==> src/rtl/sys_array_pkg.sv <==
// Shared types for the split-table dispatcher: split table entries, job opcodes and FSM states.
package sys_array_pkg;

  localparam int unsigned SA_OUT_SIZE = 100;
  localparam int unsigned SA_IDX_W    = 16;

  typedef enum logic [1:0] {
    connect_none,
    connect_sum,
    connect_hor,
    connect_vert
  } operation_types;

  typedef struct packed {
    logic [SA_IDX_W-1:0] row_lo;
    logic [SA_IDX_W-1:0] row_hi;
    logic [SA_IDX_W-1:0] col_lo;
    logic [SA_IDX_W-1:0] col_hi;
  } window_t;

  typedef struct packed {
    operation_types      operation;
    logic [SA_IDX_W-1:0] n;
    window_t             a;
    window_t             b;
    window_t             o;
  } split_type;

  typedef enum logic {
    JOB_CLEAR,
    JOB_MAC
  } job_op_t;

  typedef enum logic [2:0] {
    IDLE,
    ROOT,
    ISSUE,
    WAIT,
    CHECK,
    FINISH
  } dispatch_state_t;

  // Leaves carry real work; every other operation is a merge node.
  function automatic logic is_leaf(input split_type e);
    return e.operation == connect_none;
  endfunction

endpackage

==> src/rtl/sys_array_leaf_scan.sv <==
// Owns the split-table read port: fetches the root entry and streams the table
// looking for the next leaf, reading one entry per cycle speculatively.
module sys_array_leaf_scan
  import sys_array_pkg::*;
#(
  parameter int unsigned IDX_W = SA_IDX_W
) (
  input  logic             clk,
  input  logic             reset_n,
  input  logic             load,
  input  logic [IDX_W-1:0] first_none,
  input  logic [IDX_W-1:0] last,
  input  logic             root_req,
  input  logic             next_req,
  output logic             tbl_rd_en,
  output logic [IDX_W-1:0] tbl_idx,
  input  split_type        tbl_entry,
  output logic             root_valid,
  output logic             leaf_valid,
  output logic             scan_end,
  output split_type        entry_q
);

  logic [IDX_W-1:0] cur;
  logic [IDX_W-1:0] rd_ptr;
  logic [IDX_W-1:0] last_q;
  logic [IDX_W-1:0] cur_inc;
  logic             scanning;
  logic             root_mode;
  logic             pend;
  logic             can_read;

  assign cur_inc  = cur + 1'b1;
  assign can_read = rd_ptr < last_q;

  // cur tracks the entry being captured, rd_ptr runs ahead by the read latency.
  always_ff @(posedge clk) begin
    if (!reset_n) begin
      cur        <= '0;
      rd_ptr     <= '0;
      last_q     <= '0;
      scanning   <= 1'b0;
      root_mode  <= 1'b0;
      pend       <= 1'b0;
      tbl_rd_en  <= 1'b0;
      tbl_idx    <= '0;
      root_valid <= 1'b0;
      leaf_valid <= 1'b0;
      scan_end   <= 1'b0;
      entry_q    <= '0;
    end else begin
      tbl_rd_en  <= 1'b0;
      root_valid <= 1'b0;
      leaf_valid <= 1'b0;
      scan_end   <= 1'b0;
      pend       <= tbl_rd_en;
      if (load) begin
        cur      <= first_none;
        rd_ptr   <= first_none;
        last_q   <= last;
        scanning <= 1'b0;
      end
      if (root_req) begin
        tbl_rd_en <= 1'b1;
        tbl_idx   <= '0;
        root_mode <= 1'b1;
      end else if (root_mode) begin
        if (pend) begin
          root_valid <= 1'b1;
          entry_q    <= tbl_entry;
          root_mode  <= 1'b0;
        end
      end else if (next_req) begin
        if (cur < last_q) begin
          scanning  <= 1'b1;
          tbl_rd_en <= 1'b1;
          tbl_idx   <= rd_ptr;
          rd_ptr    <= rd_ptr + 1'b1;
        end else begin
          scan_end <= 1'b1;
        end
      end else if (scanning) begin
        if (pend) begin
          cur <= cur_inc;
          if (is_leaf(tbl_entry)) begin
            // Rewind past any speculative read and drop its returning data.
            leaf_valid <= 1'b1;
            entry_q    <= tbl_entry;
            scanning   <= 1'b0;
            rd_ptr     <= cur_inc;
            pend       <= 1'b0;
          end else if (cur_inc >= last_q) begin
            scan_end <= 1'b1;
            scanning <= 1'b0;
            pend     <= 1'b0;
          end else if (can_read) begin
            tbl_rd_en <= 1'b1;
            tbl_idx   <= rd_ptr;
            rd_ptr    <= rd_ptr + 1'b1;
          end
        end else if (can_read) begin
          tbl_rd_en <= 1'b1;
          tbl_idx   <= rd_ptr;
          rd_ptr    <= rd_ptr + 1'b1;
        end
      end
    end
  end

endmodule

==> src/rtl/sys_array_dispatch.sv <==
// Dispatches one clear job then one MAC job per split-table leaf to the systolic array.
// Optional SYS_ARRAY_DISPATCH_PERF_EN adds busy-cycle and stall counters.
module sys_array_dispatch
  import sys_array_pkg::*;
#(
  parameter int unsigned OUT_SIZE = SA_OUT_SIZE,
  parameter int unsigned IDX_W    = SA_IDX_W
) (
  input  logic             clk,
  input  logic             reset_n,
  input  logic             start,
  input  logic             split_ready,
  input  logic [IDX_W-1:0] first_none,
  input  logic [IDX_W-1:0] last,
  output logic             tbl_rd_en,
  output logic [IDX_W-1:0] tbl_idx,
  input  split_type        tbl_entry,
  output logic             job_valid,
  input  logic             job_ready,
  output job_op_t          job_op,
  output logic [IDX_W-1:0] job_id,
  output split_type        job_win,
  input  logic             job_done,
  output logic             busy,
  output logic             done,
  output logic             err,
  output logic [IDX_W-1:0] leaf_count
`ifdef SYS_ARRAY_DISPATCH_PERF_EN
  ,
  output logic [31:0]      cycles,
  output logic [31:0]      stall
`endif
);

  dispatch_state_t state;
  logic            load_c;
  logic            range_ok_c;
  logic            next_req_c;
  logic            root_valid;
  logic            leaf_valid;
  logic            scan_end;
  split_type       entry_q;

  assign load_c     = (state == IDLE) && start && split_ready;
  assign range_ok_c = (last > first_none) && (32'(last) <= OUT_SIZE);
  assign next_req_c = (state == WAIT) && job_done;

  sys_array_leaf_scan #(
    .IDX_W(IDX_W)
  ) u_scan (
    .clk       (clk),
    .reset_n   (reset_n),
    .load      (load_c),
    .first_none(first_none),
    .last      (last),
    .root_req  (load_c && range_ok_c),
    .next_req  (next_req_c),
    .tbl_rd_en (tbl_rd_en),
    .tbl_idx   (tbl_idx),
    .tbl_entry (tbl_entry),
    .root_valid(root_valid),
    .leaf_valid(leaf_valid),
    .scan_end  (scan_end),
    .entry_q   (entry_q)
  );

  // Dispatch FSM: one job outstanding at a time.
  always_ff @(posedge clk) begin
    if (!reset_n) begin
      state      <= IDLE;
      job_valid  <= 1'b0;
      job_op     <= JOB_CLEAR;
      job_id     <= '0;
      job_win    <= '0;
      busy       <= 1'b0;
      done       <= 1'b0;
      err        <= 1'b0;
      leaf_count <= '0;
    end else begin
      done <= 1'b0;
      case (state)
        IDLE: begin
          if (load_c) begin
            busy       <= 1'b1;
            err        <= 1'b0;
            leaf_count <= '0;
            if (range_ok_c) begin
              state <= ROOT;
            end else begin
              err   <= 1'b1;
              state <= FINISH;
            end
          end
        end
        ROOT: begin
          if (root_valid) begin
            job_op    <= JOB_CLEAR;
            job_id    <= '0;
            job_win   <= entry_q;
            job_valid <= 1'b1;
            state     <= ISSUE;
          end
        end
        ISSUE: begin
          if (job_ready) begin
            job_valid <= 1'b0;
            state     <= WAIT;
          end
        end
        WAIT: begin
          if (job_done) begin
            if (job_op == JOB_MAC) leaf_count <= leaf_count + 1'b1;
            state <= CHECK;
          end
        end
        CHECK: begin
          if (leaf_valid) begin
            job_op    <= JOB_MAC;
            job_id    <= IDX_W'(entry_q.n);
            job_win   <= entry_q;
            job_valid <= 1'b1;
            state     <= ISSUE;
          end else if (scan_end) begin
            state <= FINISH;
          end
        end
        FINISH: begin
          done  <= 1'b1;
          busy  <= 1'b0;
          state <= IDLE;
        end
        default: state <= IDLE;
      endcase
    end
  end

`ifdef SYS_ARRAY_DISPATCH_PERF_EN
  // Both counters restart with each accepted run.
  always_ff @(posedge clk) begin
    if (!reset_n) begin
      cycles <= '0;
      stall  <= '0;
    end else if (load_c) begin
      cycles <= '0;
      stall  <= '0;
    end else begin
      if (busy) cycles <= cycles + 1'b1;
      if (job_valid && !job_ready) stall <= stall + 1'b1;
    end
  end
`endif

endmodule

==> config.mk <==
export PLATFORM = sky130hd
export DESIGN_NAME = sys_array_dispatch
export DESIGN_NICKNAME = d
export VERILOG_FILES = /design/src/rtl/sys_array_pkg.sv /design/src/rtl/sys_array_leaf_scan.sv /design/src/rtl/sys_array_dispatch.sv
export SDC_FILE = /design/constraint.sdc
export NUM_CORES = 1
export LEC_CHECK = 0
export ABC_AREA = 1
export CAP_MARGIN = 20
export CORE_ASPECT_RATIO = 1.1
export CORE_MARGIN = 3
export CORE_UTILIZATION = 54
export DETAILED_ROUTE_END_ITERATION = 10
export PLACE_DENSITY = 0.85
export SYNTH_ARGS = -nofsm -noshare
export SYNTH_HDL_FRONTEND = slang
export SYNTH_SLANG_ARGS = --single-unit
==> constraint.sdc <==
create_clock -name clk -period 5.71 [get_ports clk]
set_clock_uncertainty 0.15 [all_clocks]
set_input_delay 0.571 -clock clk [delete_from_list [all_inputs] [get_ports clk]]
set_output_delay 0.571 -clock clk [all_outputs]
set_load 0.01 [all_outputs]
==> reports/qor.yml <==
die:
  initial_utilization: 0.5540
  die_w_um: 198.5
  io_pins: 512
  die_h_um: 217.8
  design.die.area_mm2: 0.04324
  fp-row-count: 76
  core_area_mm2: 0.03975
drt:
  vias: 21880
  wl_per_cell_um: 19.05
  firstDrtPassIters: 6
  drcViolationCount: 0
  routed_wl_um: 75460
  antenna_left: 0
  drt_iter0_drc: 1903
  viasPerCell: 5.523
synthesis:
  synth_cell_type_count: 45
  syn_inst: 2993
  synth_nets: 3307
  ys_seq_area_frac: 0.4827
  synth_flop_cell: "dfxtp_1"
  synth_top_area_frac: 0.4827
  synth_seq_cells: 531
  synthArstFlopShare: 0
  ys_warn_count: 0
  synth_edf_count: 0
  syn_area_mm2: 0.02202
  syn_area_per_cell_um2: 7.358
  synth_top_cell_by_area: "dfxtp_1"
  synth.top_cells.by_area: "dfxtp_1, nor2_1, o21ai_0"
timing:
  clock.fmax_mhz: 231.8
  worst_pin_slew_ns: 1.087
  hold_viol: 0
  finalCritPeriodShare: 0.7556
  grt_setup_unrepaired: "no"
  final-max-slew-violation-count: 0
  setup_tns_ns: 0
  finalCriticalPeriod_ns: 4.315
  setup_viol: 0
  max-slew-margin-rel: 0.2750
grt:
  grt_pass1_vias: 21140
  grt_first_pass_wirelength_um: 115400
  antenna_found_initial: 12
  overflow: 0
  grt_max_degree: 275
  track_usage: 0.3345
setup_path:
  endpoint_kind: "flip-flop"
  start_kind: "flip-flop"
  critical_path_class: "reg -> reg"
  cp_max_fo: 24
  cp.arrival_ns: 4.69
  worstPathRequired_ns: 6.08
finish:
  area_growth_syn_to_layout_pct: 31.56
  multi_input_area_mm2: 0.009856
  final_cell_mix: "nor2_1, dfxtp_1, clkdlybuf4s50_1, nand2_1, o21ai_0"
  drive_gt1_frac: 0.03979
  layout_commonest_cell: "nor2_1"
  final_nets: 3717
  nFillCells: 3059
  postLayoutCoreUtil: 0.7289
  regArea_mm2: 0.01063
pwr:
  power.total_mw: 8.919
  ir_worst_vdd_uv: 232.7
  power.density_mw_per_mm2: 307.9
  power.leakage_nw: 12.22
cts:
  clock_latency_ns: 0.61
  cts_hold_buffers: 0
  cts_root_buf: "clkbuf_16"
  tritoncts: "yes"
  path_clk_slew_ns: 0.06
  htree_num_levels: 2
  numClockSinks: 531
  post_cts_resized: 0
  clock_tree.buffer_depth: 3
  cts_made_buffers: 53
  cts_setup_buffers: 0
hold_path:
  hp-class: "reg -> reg"
placed_design:
  gp_congestion: 0.9834
  numPortBuffers: 511
  place_hpwl_um: 52190
run:
  drv_cap: 0
status:
  status: "finished, final reports clean"
-- worst max-delay path, stage by stage (launching register included) --
cell	delay [ns]
dfxtp_1	0.45
ha_1	0.23
nand2_1	0.09
nor2_1	0.20
nand2_1	0.13
nor2_1	0.19
nand3_1	0.12
nor2_1	0.14
xor2_1	0.15
inv_1	0.09
ha_1	0.28
nand2_1	0.07
inv_1	0.05
nand2_1	0.06
a21oi_1	0.06
nor2_1	0.15
nand3_1	0.26
nand3_1	0.14
nand2_1	0.07
nor2_2	0.72
buf_4	0.28
nor2_1	0.06
nor2_1	0.10
-- cell families (layout without fill, tap and decap cells) --
family / count (synthesis) / in the layout / synth area share
other: 0 / 12 / 0
adders and majority gates: 66 / 66 / 0.03750
and+or+nand+nor: 1408 / 1408 / 0.2570
xor gates and xnor gates: 21 / 21 / 0.008352
buffers and inverters: 345 / 795 / 0.07073
AOI/OAI and AO/OA: 622 / 622 / 0.1437
DFF: 531 / 531 / 0.4827
-- synth_stat cells (2+ instances only) --
cell      number
o21ai_1      113
o22ai_1        6
o21ai_2        2
nand2_1      371
nand3_1       82
buf_1          3
buf_2         45
nor4_1         6
clkbuf_1      86
nand2_4        3
a211oi_1       3
inv_2          8
buf_4         23
a21oi_1      117
xor2_1        20
a31oi_1        2
nor3b_1        6
nand2_2        7
buf_6         16
nor2_1       877
clkinv_1       3
nor2_4         7
nor3_1        20
nand4_1       18
nor2_2         2
dfxtp_1      531
nand3_2        2
o21ai_0      369
inv_1        161
o21a_1         4
ha_1          66
-- power by group --
group | total, mW | internal [mW] | switching (mW) | leakage, nW
registers | 3.86 | 3.78 | 0.0774 | 4.28
logic | 1.34 | 0.494 | 0.849 | 7.04
clock network | 3.72 | 2.23 | 1.49 | 0.904
total | 8.92 | 6.51 | 2.41 | 12.2
-- path summary, 6_finish.rpt --
kind | start | end | slack [ns] | cells past startpoint
worst min register to register | u_scan.entry_q[204] | job_id[12] | 0.32 | 2
worst max register to register | u_scan.cur[0] | u_scan.tbl_idx[6] | 1.40 | 22
worst min-delay path | u_scan.entry_q[204] | job_id[12] | 0.32 | 2
worst max-delay path | u_scan.cur[0] | u_scan.tbl_idx[6] | 1.40 | 22
-- flip-flops by register name (all words and copies together), names as in the netlist, 3 cells and up --
| name | count |
|---|---|
| u_scan.cur | 16 |
| leaf_count | 16 |
| u_scan.entry_q | 210 |
| state | 3 |
| u_scan.rd_ptr | 16 |
| u_scan.last_q | 16 |
| job_id | 16 |
| u_scan.tbl_idx | 16 |
| job_win | 210 |
-- routing by layer --
layer | track usage | part of all wire | vias up
li1 | - | - | 10460
met1 | 0.4022 | 0.37 | 10140
met2 | 0.5624 | 0.48 | 1054
met3 | 0.08313 | 0.093 | 229
met4 | 0.1579 | 0.050 | 2
met5 | 0 | 0.00017 | -
-- stage by stage --
stage / setup slack, ns / cell area (um2) / hold WS, ns / instances
floorplan: 2.580 / 22020 / 0.2936 / 2993
global placement: 1.563 / 27040 / 0.2984 / 3852
detailed placement: 1.527 / 27050 / 0.3058 / 3853
CTS: 1.479 / 28900 / 0.3136 / 3948
global route: 0.9503 / 28970 / 0.3232 / 3961
finish: 1.395 / 28970 / 0.3151 / 3962
-- layout make-up --
type | instances | area share
flip-flops and latches | 531 | 0.3669
well taps | 507 | 0.02189
clock buffers | 73 | 0.05009
inverters | 172 | 0.02263
clock inverters | 22 | 0.01369
multi-input cells | 2117 | 0.3402
repair buffers | 528 | 0.1836
diodes | 12 | 0.001036
No activity file was read; power rests on OpenSTA's default activity.
